`src/rtl/vote_trip_monitor.sv`:
```
// N-voter fault monitor: per-voter persistence filters feed a masked fail count,
// which drives a sticky OK/PENDING/TRIPPED state machine with a trip-event counter.

module vote_filter #(
    parameter int PERSIST = 3
) (
    input  logic clk,
    input  logic rst_n,
    input  logic i_sample,
    input  logic i_vote,
    output logic o_filt
);
    localparam int SW = (PERSIST > 1) ? $clog2(PERSIST) : 1;

    logic [SW-1:0] r_stab;
    logic          r_filt;

    // filt flips on the PERSIST-th consecutive sample that disagrees with it
    always_ff @(posedge clk or negedge rst_n) begin
        if (!rst_n) begin
            r_filt <= 1'b0;
            r_stab <= '0;
        end else if (i_sample) begin
            if (i_vote == r_filt) begin
                r_stab <= '0;
            end else if (r_stab == SW'(PERSIST - 1)) begin
                r_filt <= i_vote;
                r_stab <= '0;
            end else begin
                r_stab <= r_stab + SW'(1);
            end
        end
    end

    assign o_filt = r_filt;
endmodule

module vote_trip_monitor #(
    parameter  int N_VOTERS     = 8,
    parameter  int PERSIST      = 3,
    parameter  int TRIP_SAMPLES = 2,
    parameter  int EVT_W        = 4,
    localparam int CW           = $clog2(N_VOTERS + 1)
) (
    input  logic                clk,
    input  logic                rst_n,
    input  logic                sample_en,
    input  logic [N_VOTERS-1:0] votes,
    input  logic [N_VOTERS-1:0] voter_en,
    input  logic [CW-1:0]       threshold,
    input  logic                clear,
    output logic [CW-1:0]       fail_count,
    output logic                over,
    output logic                pending,
    output logic                tripped,
    output logic [EVT_W-1:0]    trip_events
);
    localparam int PW = (TRIP_SAMPLES > 1) ? $clog2(TRIP_SAMPLES + 1) : 1;

    typedef enum logic [1:0] {ST_OK, ST_PEND, ST_TRIP} state_t;

    logic [N_VOTERS-1:0] w_filt;
    logic [N_VOTERS-1:0] w_masked;
    logic [CW-1:0]       w_cnt;
    state_t              r_state, w_state_nxt;
    logic [PW-1:0]       r_pend, w_pend_nxt;
    logic                w_enter;
    logic [EVT_W-1:0]    r_evt;

    for (genvar g = 0; g < N_VOTERS; g++) begin : g_filt
        vote_filter #(.PERSIST(PERSIST)) u_filt (
            .clk      (clk),
            .rst_n    (rst_n),
            .i_sample (sample_en),
            .i_vote   (votes[g]),
            .o_filt   (w_filt[g])
        );
    end

    assign w_masked = w_filt & voter_en;

    always_comb begin
        w_cnt = '0;
        for (int i = 0; i < N_VOTERS; i++) w_cnt = w_cnt + CW'(w_masked[i]);
    end

    always_ff @(posedge clk or negedge rst_n) begin
        if (!rst_n) fail_count <= '0;
        else        fail_count <= w_cnt;
    end

    assign over = (fail_count > threshold);

    always_comb begin
        w_state_nxt = r_state;
        w_pend_nxt  = r_pend;
        w_enter     = 1'b0;
        if (clear) begin
            w_state_nxt = ST_OK;
            w_pend_nxt  = '0;
        end else if (sample_en) begin
            case (r_state)
                ST_OK: if (over) begin
                    if (TRIP_SAMPLES == 1) begin
                        w_state_nxt = ST_TRIP;
                        w_enter     = 1'b1;
                    end else begin
                        w_state_nxt = ST_PEND;
                        w_pend_nxt  = PW'(1);
                    end
                end
                ST_PEND: if (over) begin
                    if (r_pend + PW'(1) == PW'(TRIP_SAMPLES)) begin
                        w_state_nxt = ST_TRIP;
                        w_pend_nxt  = '0;
                        w_enter     = 1'b1;
                    end else begin
                        w_pend_nxt  = r_pend + PW'(1);
                    end
                end else begin
                    w_state_nxt = ST_OK;
                    w_pend_nxt  = '0;
                end
                ST_TRIP: ;
                default: begin
                    w_state_nxt = ST_OK;
                    w_pend_nxt  = '0;
                end
            endcase
        end
    end

    always_ff @(posedge clk or negedge rst_n) begin
        if (!rst_n) begin
            r_state <= ST_OK;
            r_pend  <= '0;
            r_evt   <= '0;
        end else begin
            r_state <= w_state_nxt;
            r_pend  <= w_pend_nxt;
            if (w_enter && (r_evt != {EVT_W{1'b1}})) r_evt <= r_evt + EVT_W'(1);
        end
    end

    assign pending     = (r_state == ST_PEND);
    assign tripped     = (r_state == ST_TRIP);
    assign trip_events = r_evt;
endmodule

```
`config.mk`:
```
export PLATFORM = sky130hd
export DESIGN_NAME = vote_trip_monitor
export DESIGN_NICKNAME = d
export VERILOG_FILES = /design/src/rtl/vote_trip_monitor.sv
export SDC_FILE = /design/constraint.sdc
export NUM_CORES = 1
export LEC_CHECK = 0
export ABC_AREA = 1
export CELL_PAD_IN_SITES_DETAIL_PLACEMENT = 1
export CELL_PAD_IN_SITES_GLOBAL_PLACEMENT = 2
export CORE_ASPECT_RATIO = 0.8
export CORE_MARGIN = 4
export CORE_UTILIZATION = 32
export CTS_BUF_LIST = sky130_fd_sc_hd__clkbuf_16
export CTS_CLUSTER_DIAMETER = 100
export DETAILED_ROUTE_END_ITERATION = 6
export PLACE_DENSITY = 0.76
export SLEW_MARGIN = 15
export SYNTH_ARGS = -nofsm -noshare
export SYNTH_HDL_FRONTEND = slang
export SYNTH_SLANG_ARGS = --single-unit
```
`constraint.sdc`:
```
create_clock -name clk -period 3.86 [get_ports clk]
set_input_delay 0.772 -clock clk [delete_from_list [all_inputs] [get_ports clk]]
set_output_delay 0.772 -clock clk [all_outputs]
set_load 0.005 [all_outputs]
```
==> results of run 1 <==
[path summary, 6_finish.rpt]
path	startpoint	to	slack, ns	cells past startpoint
hold / removal	g_filt[5].u_filt.r_stab[0]	g_filt[5].u_filt.r_stab[0]	0.48	1
max in group asynchronous	rst_n	fail_count[0]	2.58	2
hold reg to reg	g_filt[5].u_filt.r_stab[0]	g_filt[5].u_filt.r_stab[0]	0.48	1
min in group asynchronous	rst_n	g_filt[5].u_filt.r_stab[1]	0.92	2
setup reg to reg	g_filt[0].u_filt.o_filt	fail_count[2]	0.84	9
setup / recovery	voter_en[0]	fail_count[2]	0.29	10
[state kept, by name, indices dropped and copies added, names as in the netlist]
register / count
g_filt.u_filt.o_filt: 8
r_pend: 2
fail_count: 4
r_state: 2
g_filt.u_filt.r_stab: 16
trip_events: 4
[synthesized netlist by cell type (all sizes together)]
master	count	area share
xor2	1	0.0042
nor2	16	0.061
nand3	29	0.072
clkinv	1	0.0018
nor3	1	0.0024
mux2i	1	0.0048
xnor2	9	0.038
inv	50	0.090
dfrtp	36	0.43
nand2	46	0.090
clkbuf	1	0.0018
a211oi	1	0.0060
buf	2	0.0090
a21oi	1	0.0024
fa	4	0.038
o21ai	30	0.074
ha	8	0.048
nand4	5	0.022
[metal layers]
layer  vias up  track usage  part of all wire
li1        842            -                 -
met1       812        0.162              0.48
met4         0       0.0491             0.015
met2        22        0.215              0.46
met5         -            0                 0
met3         7       0.0339             0.043
[metrics by stage]
step           hold WS [ns]  power (W)  std cells  worst slack, ns  utilization
2_1_floorplan         0.447    0.00101        242            0.607            -
6_report              0.476    0.00165        364            0.294        0.439
4_1_cts               0.481    0.00168        364            0.288        0.439
5_1_grt               0.501    0.00179        364            0.193        0.439
3_5_place_dp          0.470    0.00120        356           0.0384        0.412
3_3_place_gp          0.467    0.00119        356           0.0752        0.412
[layout make-up]
cell class	instances	share of cell area
Tap cell	81	0.0378
Multi-Input combinational cell	152	0.361
Clock inverter	3	0.0145
Clock buffer	5	0.0467
Sequential cell	36	0.336
Timing Repair Buffer	36	0.133
Inverter	51	0.0715
[power breakdown]
part	total (W)	leakage [nW]	internal (W)	switching, W
combinational	0.000578	0.725	0.000248	0.000329
sequential	0.000611	0.474	0.000511	0.0000997
clock	0.000458	0.0850	0.000301	0.000157
[critical path: cells and delay by family]
family        cells  cell delay (ns)
xor+xnor          1             0.19
simple gates      1             0.07
buf+inv           3             0.56
fa+ha+maj         5             2.14
[cell families (layout without fill, tap and decap cells)]
group	Yosys count	after routing	share of synthesized area
compound gates	32	32	0.0824
buf+inv	54	95	0.103
simple gates	97	97	0.248
fa+ha+maj	12	12	0.0866
mux	1	1	0.00481
flops	36	36	0.433
xor+xnor	10	10	0.0421
==> impl_results.md, run 1 <==
- Sequential element share of the synthesized area: 0.433
- Fin Clk Skew: 0.00447 ns
- Vias in the first global route: 1704
- Slowest stage delay, CP: 0.55 ns
- HP Class: flop to flop
- Final HPWL DP: ~3500 microns
- Tcrit/Tclk final: 0.924
- WP data arrival: around 3.8 ns
- DRT iter0 DRCs: 31
- Yosys cell types: 27
- Leak: between 1 and 1.5 nW
- CP most frequent cell: fa_1
- Peak VDD IR: about 0.23 mV
- Root buffer cell: clkbuf_16
- DR DRC count: 0
- Run status: finished, final reports clean
- Clock transition at the registers of the reported paths: ~0.06 ns
- CTS hold repair buffers: 0
- Post-CTS Setup Bufs: 0
- Core area: slightly above 6000 sq um
- Syn Std Cell Area: ~2100 sq um
- RSZ-0062 raised after global routing: no
- Gr ovfl total: 0
- FF/Latch Area: between 900 and 1000 sq um
- Die Wd: between 90 and 100 microns
- Via density: roughly 4.6
- Pre-antenna DRT Iters: 4
- Worst slew pin tran: between 0.4 and 0.5 ns
- Initial Util: 0.341
- Worst Path Required: between 4 and 5 ns
- Commonest non-fill, non-tap cell in the layout: inv_1
- DR WL/cell: 12.9 microns
- Layout cells sized above 1: 0.102
- Resize count post-CTS: 0
- Number of fill cells: 735
- Die area: roughly 7900 sq um
- Worst-Skew Late Latency: 0.28 ns
- WL final: 4690 microns
- Row Count: 25
- Crit-path slowest cell: fa_1
- DRT antenna net count: 0
- Clock sinks: 36
- Endpoints failing hold: 0
- Post-Synthesis Cells: approximately 240
- Post-Layout Inst Area: between 2000 and 3000 sq um
- Mapped Avg Cell Area: around 8.6 sq um
- Vias after detailed routing: ~1700
- # diodes: 0
- CTS tree: done
- Buffer depth of the longest clock path: 2
- GRT Total Usage: 0.129
- Die H: between 80 and 90 microns
- Port Buf Inserts: 34
- Min Tclk post-route: roughly 3.6 ns
- Worst setup path class: primary input to flop
- CTS buffer count: 5
- Setup crit end kind: flop
- # setup viols final: 0
- Post-DP Area: between 2000 and 3000 sq um
- Synthesis Warnings: 0
- Gpl congestion: between 0.6 and 0.7
- First-pass GRT wire length: 7990 microns
- Final Max Slew Viols: 0
- Worst Path Max Fanout: 2
- Multi-input combinational cell area: 966 sq um
- Slew Limit Headroom: 0.672
- Commonest cells after routing, fill and taps aside: inv_1 (48), nand2_1 (42), dfrtp_1 (36)
- Max cap viols: 0
- Nets: 318
- Layout area overhead: 28.7%
- PwrDens: 615 nW/um^2
- Worst Setup Start Kind: primary input
- #FFs+latches synth: 36
- Ports: 35
- Net count after synthesis: 278
- H-tree levels: 2
- Largest net degree at the start of global routing: 37
- FMAX: ~0.28 GHz
- Initial antenna violation count: 0
- Cell Chain, Critical Path: clkdlybuf4s50_1 > nand2_1 > fa_1 > fa_1 > inv_1 > fa_1 > ha_1 > inv_1 > fa_1 > xnor2_1
- Setup TNS: 0 ns
(Power assumes the default switching activity.)
==> inputs of run 2 (changes only) <==
--- a/config.mk
+++ b/config.mk
@@ -10,11 +10,11 @@
 export CELL_PAD_IN_SITES_GLOBAL_PLACEMENT = 2
 export CORE_ASPECT_RATIO = 0.8
 export CORE_MARGIN = 4
-export CORE_UTILIZATION = 32
+export CORE_UTILIZATION = 28
 export CTS_BUF_LIST = sky130_fd_sc_hd__clkbuf_16
 export CTS_CLUSTER_DIAMETER = 100
 export DETAILED_ROUTE_END_ITERATION = 6
-export PLACE_DENSITY = 0.76
+export PLACE_DENSITY = 0.7
 export SLEW_MARGIN = 15
 export SYNTH_ARGS = -nofsm -noshare
 export SYNTH_HDL_FRONTEND = slang
==> constraint.sdc (replaced) <==
create_clock -name clk -period 3 [get_ports clk]
set_input_delay 0.6 -clock clk [delete_from_list [all_inputs] [get_ports clk]]
set_output_delay 0.6 -clock clk [all_outputs]
set_load 0.005 [all_outputs]
==> run 2 against run 1 <==
Power grew 29%; setup slack worse by 0.20 ns; utilization decreased by 5.6 points; sequential power is 28% higher; routed wire length fell by 2.6%; register-to-register slack lost 0.68 ns; sequential cell count unchanged; final area up 0.98%; highest routed layer unchanged.
==> impl_results.md, run 2 (same netlist as run 1, synthesis figures left out) <==
- Commonest cells after routing, fill and taps aside: inv_1 (47), nand2_1 (40), dfrtp_1 (36)
- Row Count: 27 (+8.0%)
- Top delay family on crit path: adder cells
- Initial antenna violation count: 0 (unchanged)
- Die Wd: 104 microns (+6.3%)
- FMAX: roughly 0.34 GHz
- Hold_sp: g_filt[5].u_filt.r_stab[0]
- Number of fill cells: 838 (+14%)
- Clock sinks: 36 (unchanged)
- Pre-antenna DRT Iters: 4 (unchanged)
- Slew Limit Headroom: 0.680 (+0.00778)
- Setup TNS: 0 ns (unchanged)
- Cell Chain, Critical Path: clkdlybuf4s15_2 > nand2_1 > fa_1 > fa_1 > inv_1 > fa_1 > ha_2 > inv_2 > fa_2 > inv_1
- Max cap viols: 0 (unchanged)
- Leak: 1.31 nW (+2.1%)
- Worst Path Required: 3.18 ns (-0.87 ns)
- Commonest non-fill, non-tap cell in the layout: inv_1
- Vias in the first global route: 1721 (+1.0%)
- R2r startpoint: g_filt[1].u_filt.o_filt
- Initial Util: 0.295 (-0.0464)
- Setup slack, reg-to-reg: 0.16 ns (-0.68 ns)
- Worst Path Max Fanout: 2 (unchanged)
- Final HPWL DP: 3540 microns (+0.59%)
- Post-DP Area: 2540 sq um (+1.1%)
- Layout cells sized above 1: 0.137 (+0.0344)
- Core area: 7060 sq um (+16%)
- Setup crit end kind: flop
- CTS tree: done
- CTS hold repair buffers: 0 (unchanged)
- Min Tclk post-route: a little under 3 ns
- Endpoints failing hold: 0 (unchanged)
- DRT antenna net count: 0 (unchanged)
- Largest net degree at the start of global routing: 37 (unchanged)
- Via density: 4.34 (-6.0%)
- Buffer depth of the longest clock path: 2 (unchanged)
- Seq pwr share: 0.368 (-0.003)
- CTS buffer count: 5 (unchanged)
- Root buffer cell: clkbuf_16
- Crit-path slowest cell: fa_1
- Gr ovfl total: 0 (unchanged)
- Worst Setup Start Kind: primary input
- RSZ-0062 raised after global routing: no
- Die area: 8880 sq um (+13%)
- Worst reg2reg endpoint: fail_count[1]
- DRT iter0 DRCs: 65 (+110%)
- HP Class: flop to flop
- DR WL/cell: 12.3 microns (-4.7%)
- Biggest register: g_filt.u_filt.r_stab
- Placed cells: 364 (+2.2%)
- Clock transition at the registers of the reported paths: 0.06 ns (about the same)
- Run status: finished, final reports clean
- PwrDens: 785 nW/um^2 (+28%)
- Layout area overhead: 30.0%
- Ports: 35 (unchanged)
- Combinational cell fraction of total power: 0.355 (+0.004)
- Fin Clk Skew: 0.00673 ns (+0.00226 ns)
- Worst-Skew Late Latency: 0.28 ns (about the same)
- Post-Layout Inst Area: 2710 sq um (+0.98%)
- Pint: 0.00138 W (+30%)
- GRT Total Usage: 0.112 (-0.0173)
- # diodes: 0 (unchanged)
- Final Max Slew Viols: 0 (unchanged)
- Worst setup path class: primary input to flop
- Final cell count without fillers: 372 (+2.2%)
- WP data arrival: 3.09 ns (-0.67 ns)
- Gpl congestion: 0.740 (+6.5%)
- # setup viols final: 0 (unchanged)
- DR DRC count: 0 (unchanged)
- Final Util: 0.383 (-0.0560)
- Reg2Reg Depth: 9 (unchanged)
- Nets: 320 (+0.63%)
- Die H: 85.1 microns (+6.2%)
- Hold path endpoint: g_filt[5].u_filt.r_stab[0]
- Vias after detailed routing: 1616 (-4.0%)
- Worst hold stages: 1 (unchanged)
- Worst slew pin tran: 0.480 ns (-0.0117 ns)
- Buffers and inverters on the worst path: 4 (+1)
- Switch Pwr: 0.000749 W (+28%)
- CP most frequent cell: fa_1
- Port Buf Inserts: 34 (unchanged)
- WL final: 4570 microns (-2.6%)
- H-tree levels: 2 (unchanged)
- Max reg flops: 16 (unchanged)
- Peak VDD IR: 0.272 mV (+17%)
- Switching Fraction: 0.352 (-0.00349)
- Slowest stage delay, CP: 0.50 ns (-0.05 ns)
- Clock Power Share: 0.277 (about the same)
- Tcrit/Tclk final: 0.969
- First-pass GRT wire length: 8110 microns (+1.5%)
==> run 2: cell count changes in the layout (fill, tap and decap cells not counted), moves of 2 or more <==
cell             before  now
buf_4                 2    4
clkdlybuf4s50_1      34   30
nand2_1              42   40
nand2_2               3    5
==> run 2: what timing repair did <==
action	4_1_cts	5_1_grt
hold endpoints to repair	0	0
pin swaps	5	3
gates cloned	0	0
buffers inserted	0	0
gates resized for setup	12	2
endpoints found under the setup margin	2	2
==> run 2: how the worst max path moves through the flow <==
stage | from | depth (start not counted) | end
6_report | voter_en[3] | 10 | fail_count[1]
5_1_grt | voter_en[3] | 10 | fail_count[1]
4_1_cts | voter_en[3] | 10 | fail_count[1]
3_5_place_dp | voter_en[3] | 10 | fail_count[1]
3_3_place_gp | voter_en[3] | 10 | fail_count[1]
2_1_floorplan | voter_en[3] | 9 | fail_count[1]
==> run 2: metal layers <==
metal  vias to the layer above  wire [microns]  track usage
li1                        849               -            -
met1                       738            2450        0.154
met2                        23            1890        0.173
met3                         6             166       0.0259
met4                         0              60       0.0386
met5                         -               0            0
==> run 2: final cells by class <==
type / instances / area (sq um) / area share
clock buffers: 5 / 125 / 0.0463
clock inverters: 3 / 38.8 / 0.0143
inverters: 51 / 191 / 0.0708
multi-input cells: 152 / 976 / 0.361
flip-flops and latches: 36 / 901 / 0.333
well taps: 87 / 109 / 0.0402
repair buffers: 38 / 364 / 0.135
==> run 2: power groups by stage <==
stage	Clock (W)	Sequential [W]	Combinational, W
floorplan	0	0.000762	0.000539
global placement	0	0.000790	0.000743
detailed placement	0	0.000789	0.000767
CTS	0.000606	0.000784	0.000779
global route	0.000628	0.000809	0.000879
finish	0.000588	0.000782	0.000754
==> run 2: stage by stage <==
stage                     power, W  hold WS (ns)  setup WS, ns
after floorplan            0.00130         0.304       0.00368
after global placement     0.00153         0.470        -0.537
after detailed placement   0.00156         0.478        -0.573
after CTS                  0.00217         0.488       0.00217
after global routing       0.00231         0.526       0.00397
final                      0.00212         0.484        0.0924
==> inputs of run 3 (changes only) <==
--- a/config.mk
+++ b/config.mk
@@ -11,10 +11,11 @@
 export CORE_ASPECT_RATIO = 0.8
 export CORE_MARGIN = 4
 export CORE_UTILIZATION = 28
-export CTS_BUF_LIST = sky130_fd_sc_hd__clkbuf_16
 export CTS_CLUSTER_DIAMETER = 100
 export DETAILED_ROUTE_END_ITERATION = 6
+export GPL_ROUTABILITY_DRIVEN = 0
 export PLACE_DENSITY = 0.7
+export SETUP_SLACK_MARGIN = 0.5
 export SLEW_MARGIN = 15
 export SYNTH_ARGS = -nofsm -noshare
 export SYNTH_HDL_FRONTEND = slang
==> run 3 against run 2 <==
Setup slack better by 0.030 ns; final area up 0.83%; routed wire length about the same; clock power down 39%; non-clock buffer count up 5; die area unchanged; global-route usage up 0.12 points; via count up 4.5%; final cell count up 1.3%; utilization up 0.32 points; combinational power up 16%.
==> impl_results.md, run 3 (same netlist as run 1, synthesis figures left out) <==
- Placed cells: 364 (unchanged)
- Post-DP Area: 2550 sq um (+0.30%)
- CTS tree: done
- Worst setup path class: primary input to flop
- RSZ-0062 raised after global routing: yes
- WP data arrival: 3.06 ns (-0.03 ns)
- Leak: 1.31 nW (-0.29%)
- Initial antenna violation count: 0 (unchanged)
- Worst slew pin tran: 0.484 ns (+0.00361 ns)
- DR WL/cell: 12.1 microns (-1.3%)
- Worst Path Required: 3.19 ns (about the same)
- Row Count: 27 (unchanged)
- Worst Setup Start Kind: primary input
- Layout cells sized above 1: 0.186 (+0.0494)
- HP Class: flop to flop
- Vias after detailed routing: 1688 (+4.5%)
- Buffer depth of the longest clock path: 2 (unchanged)
- FMAX: 0.347 GHz (+1.0%)
- Tcrit/Tclk final: 0.959 (-0.00995)
- Port Buf Inserts: 34 (unchanged)
- Run status: finished, final reports clean
- Endpoints failing hold: 0 (unchanged)
- WL final: 4570 microns (about the same)
- Ports: 35 (unchanged)
- Final HPWL DP: 3460 microns (-2.3%)
- Crit-path slowest cell: fa_2
- Setup crit end kind: flop
- Via density: 4.48 (+3.1%)
- GRT Total Usage: 0.113 (+0.00117)
- Design Power: 0.00202 W (-5.1%)
- Gr ovfl total: 0 (unchanged)
- Peak VDD IR: 0.245 mV (-10%)
- Fin Clk Skew: 0.00244 ns (-0.00429 ns)
- DRT antenna net count: 0 (unchanged)
- Die Wd: 104 microns (unchanged)
- PnR worst setup slack: 0.122 ns (+0.0298 ns)
- Commonest cells after routing, fill and taps aside: inv_1 (43), nand2_1 (39), dfrtp_1 (36)
- Pre-antenna DRT Iters: 4 (unchanged)
- Post-Layout Inst Area: 2730 sq um (+0.83%)
- PwrDens: 739 nW/um^2 (-5.9%)
- Layout area overhead: 31.1%
- DR DRC count: 0 (unchanged)
- Initial Util: 0.295 (unchanged)
- CP most frequent cell: inv_2
- # diodes: 0 (unchanged)
- Worst Path Max Fanout: 2 (unchanged)
- Slowest stage delay, CP: 0.54 ns (+0.04 ns)
- Largest net degree at the start of global routing: 37 (unchanged)
- Commonest non-fill, non-tap cell in the layout: inv_1
- Final Max Slew Viols: 0 (unchanged)
- Worst hold slack: 0.488 ns (+0.00328 ns)
- Clock transition at the registers of the reported paths: 0.07 ns (about the same)
- Clock sinks: 36 (unchanged)
- Max reg flops: 16 (unchanged)
- Slew Limit Headroom: 0.678 (-0.00241)
- CTS buffer count: 5 (unchanged)
- First-pass GRT wire length: 8210 microns (+1.3%)
- DRT iter0 DRCs: 32 (-51%)
- Biggest register: g_filt.u_filt.r_stab
- Min Tclk post-route: 2.88 ns (-0.0298 ns)
- Die area: 8880 sq um (unchanged)
- Die H: 85.1 microns (unchanged)
- Max cap viols: 0 (unchanged)
- Worst-Skew Late Latency: 0.28 ns (about the same)
- Final cell count without fillers: 377 (+1.3%)
- # setup viols final: 0 (unchanged)
- Cell Chain, Critical Path: buf_2 > nand2_4 > fa_1 > fa_1 > inv_2 > fa_2 > ha_4 > inv_2 > fa_2 > inv_2
- Nets: 325 (+1.6%)
- Root buffer cell: clkbuf_8
- Core area: 7060 sq um (unchanged)
- Setup WS pre-CTS: -0.598 ns (-0.0255 ns)
- Vias in the first global route: 1719 (-0.12%)
- H-tree levels: 2 (unchanged)
==> run 3: changes by cell type in the layout (fill, tap and decap cells not counted), moves of 2 or more <==
cell and delta:
clkbuf_8 +6, buf_4 +5, clkbuf_16 -5, inv_1 -4
ha_4 +3, inv_2 +3, buf_2 +2, clkbuf_1 +2
ha_1 -2, nand2_4 +2
==> run 3: what timing repair did <==
item	4_1_cts	5_1_grt
hold buffers	0	0
setup endpoints to repair	5	5
pin swaps	9	11
buffers inserted	5	0
gates resized for setup	20	10
==> run 3: area by class of cell <==
cell class              instances  area (sq um)
clock buffers                   8          90.1
fillers                       852          4330
inverters                      51           194
multi-input cells             152          1040
flip-flops and latches         36           901
well taps                      87           109
repair buffers                 43           397
==> run 3: routing by layer <==
layer / part of all wire / GRT usage / wire (microns) / vias to the layer above
met3: 0.045 / 0.0319 / 206 / 7
met2: 0.42 / 0.162 / 1900 / 26
met4: 0.014 / 0.0362 / 65 / 0
met5: 0 / 0 / 0 / -
li1: - / - / - / 856
met1: 0.52 / 0.163 / 2390 / 799
==> run 3: worst max-delay path, delay by kind of cell <==
family	cells	cell delay, ns
AND/OR/NAND/NOR	1	0.04
buffers and inverters	4	0.20
adder cells (fa/ha/maj)	5	2.23
==> run 3: metrics by stage <==
stage,TNS [ns],util
3_5_place_dp,-1.41,0.361
6_report,0,0.386
4_1_cts,0,0.382
3_3_place_gp,-1.27,0.361
5_1_grt,0,0.386
2_1_floorplan,0,-
==> run 3: worst paths after layout <==
kind / cells past startpoint / slack (ns) / from / endpoint
setup / recovery: 10 / 0.12 / voter_en[3] / fail_count[1]
hold / removal: 1 / 0.49 / g_filt[5].u_filt.r_stab[0] / g_filt[5].u_filt.r_stab[0]
setup reg to reg: 9 / 0.13 / g_filt[3].u_filt.o_filt / fail_count[1]
hold reg to reg: 1 / 0.49 / g_filt[5].u_filt.r_stab[0] / g_filt[5].u_filt.r_stab[0]
max in group asynchronous: 2 / 1.92 / rst_n / trip_events[1]
min in group asynchronous: 2 / 0.74 / rst_n / g_filt[2].u_filt.o_filt
==> run 3: power breakdown <==
group	total, W	switching, W	internal, W
combinational	0.000873	0.000467	0.000406
sequential	0.000783	0.000126	0.000657
clock	0.000359	0.000172	0.000187
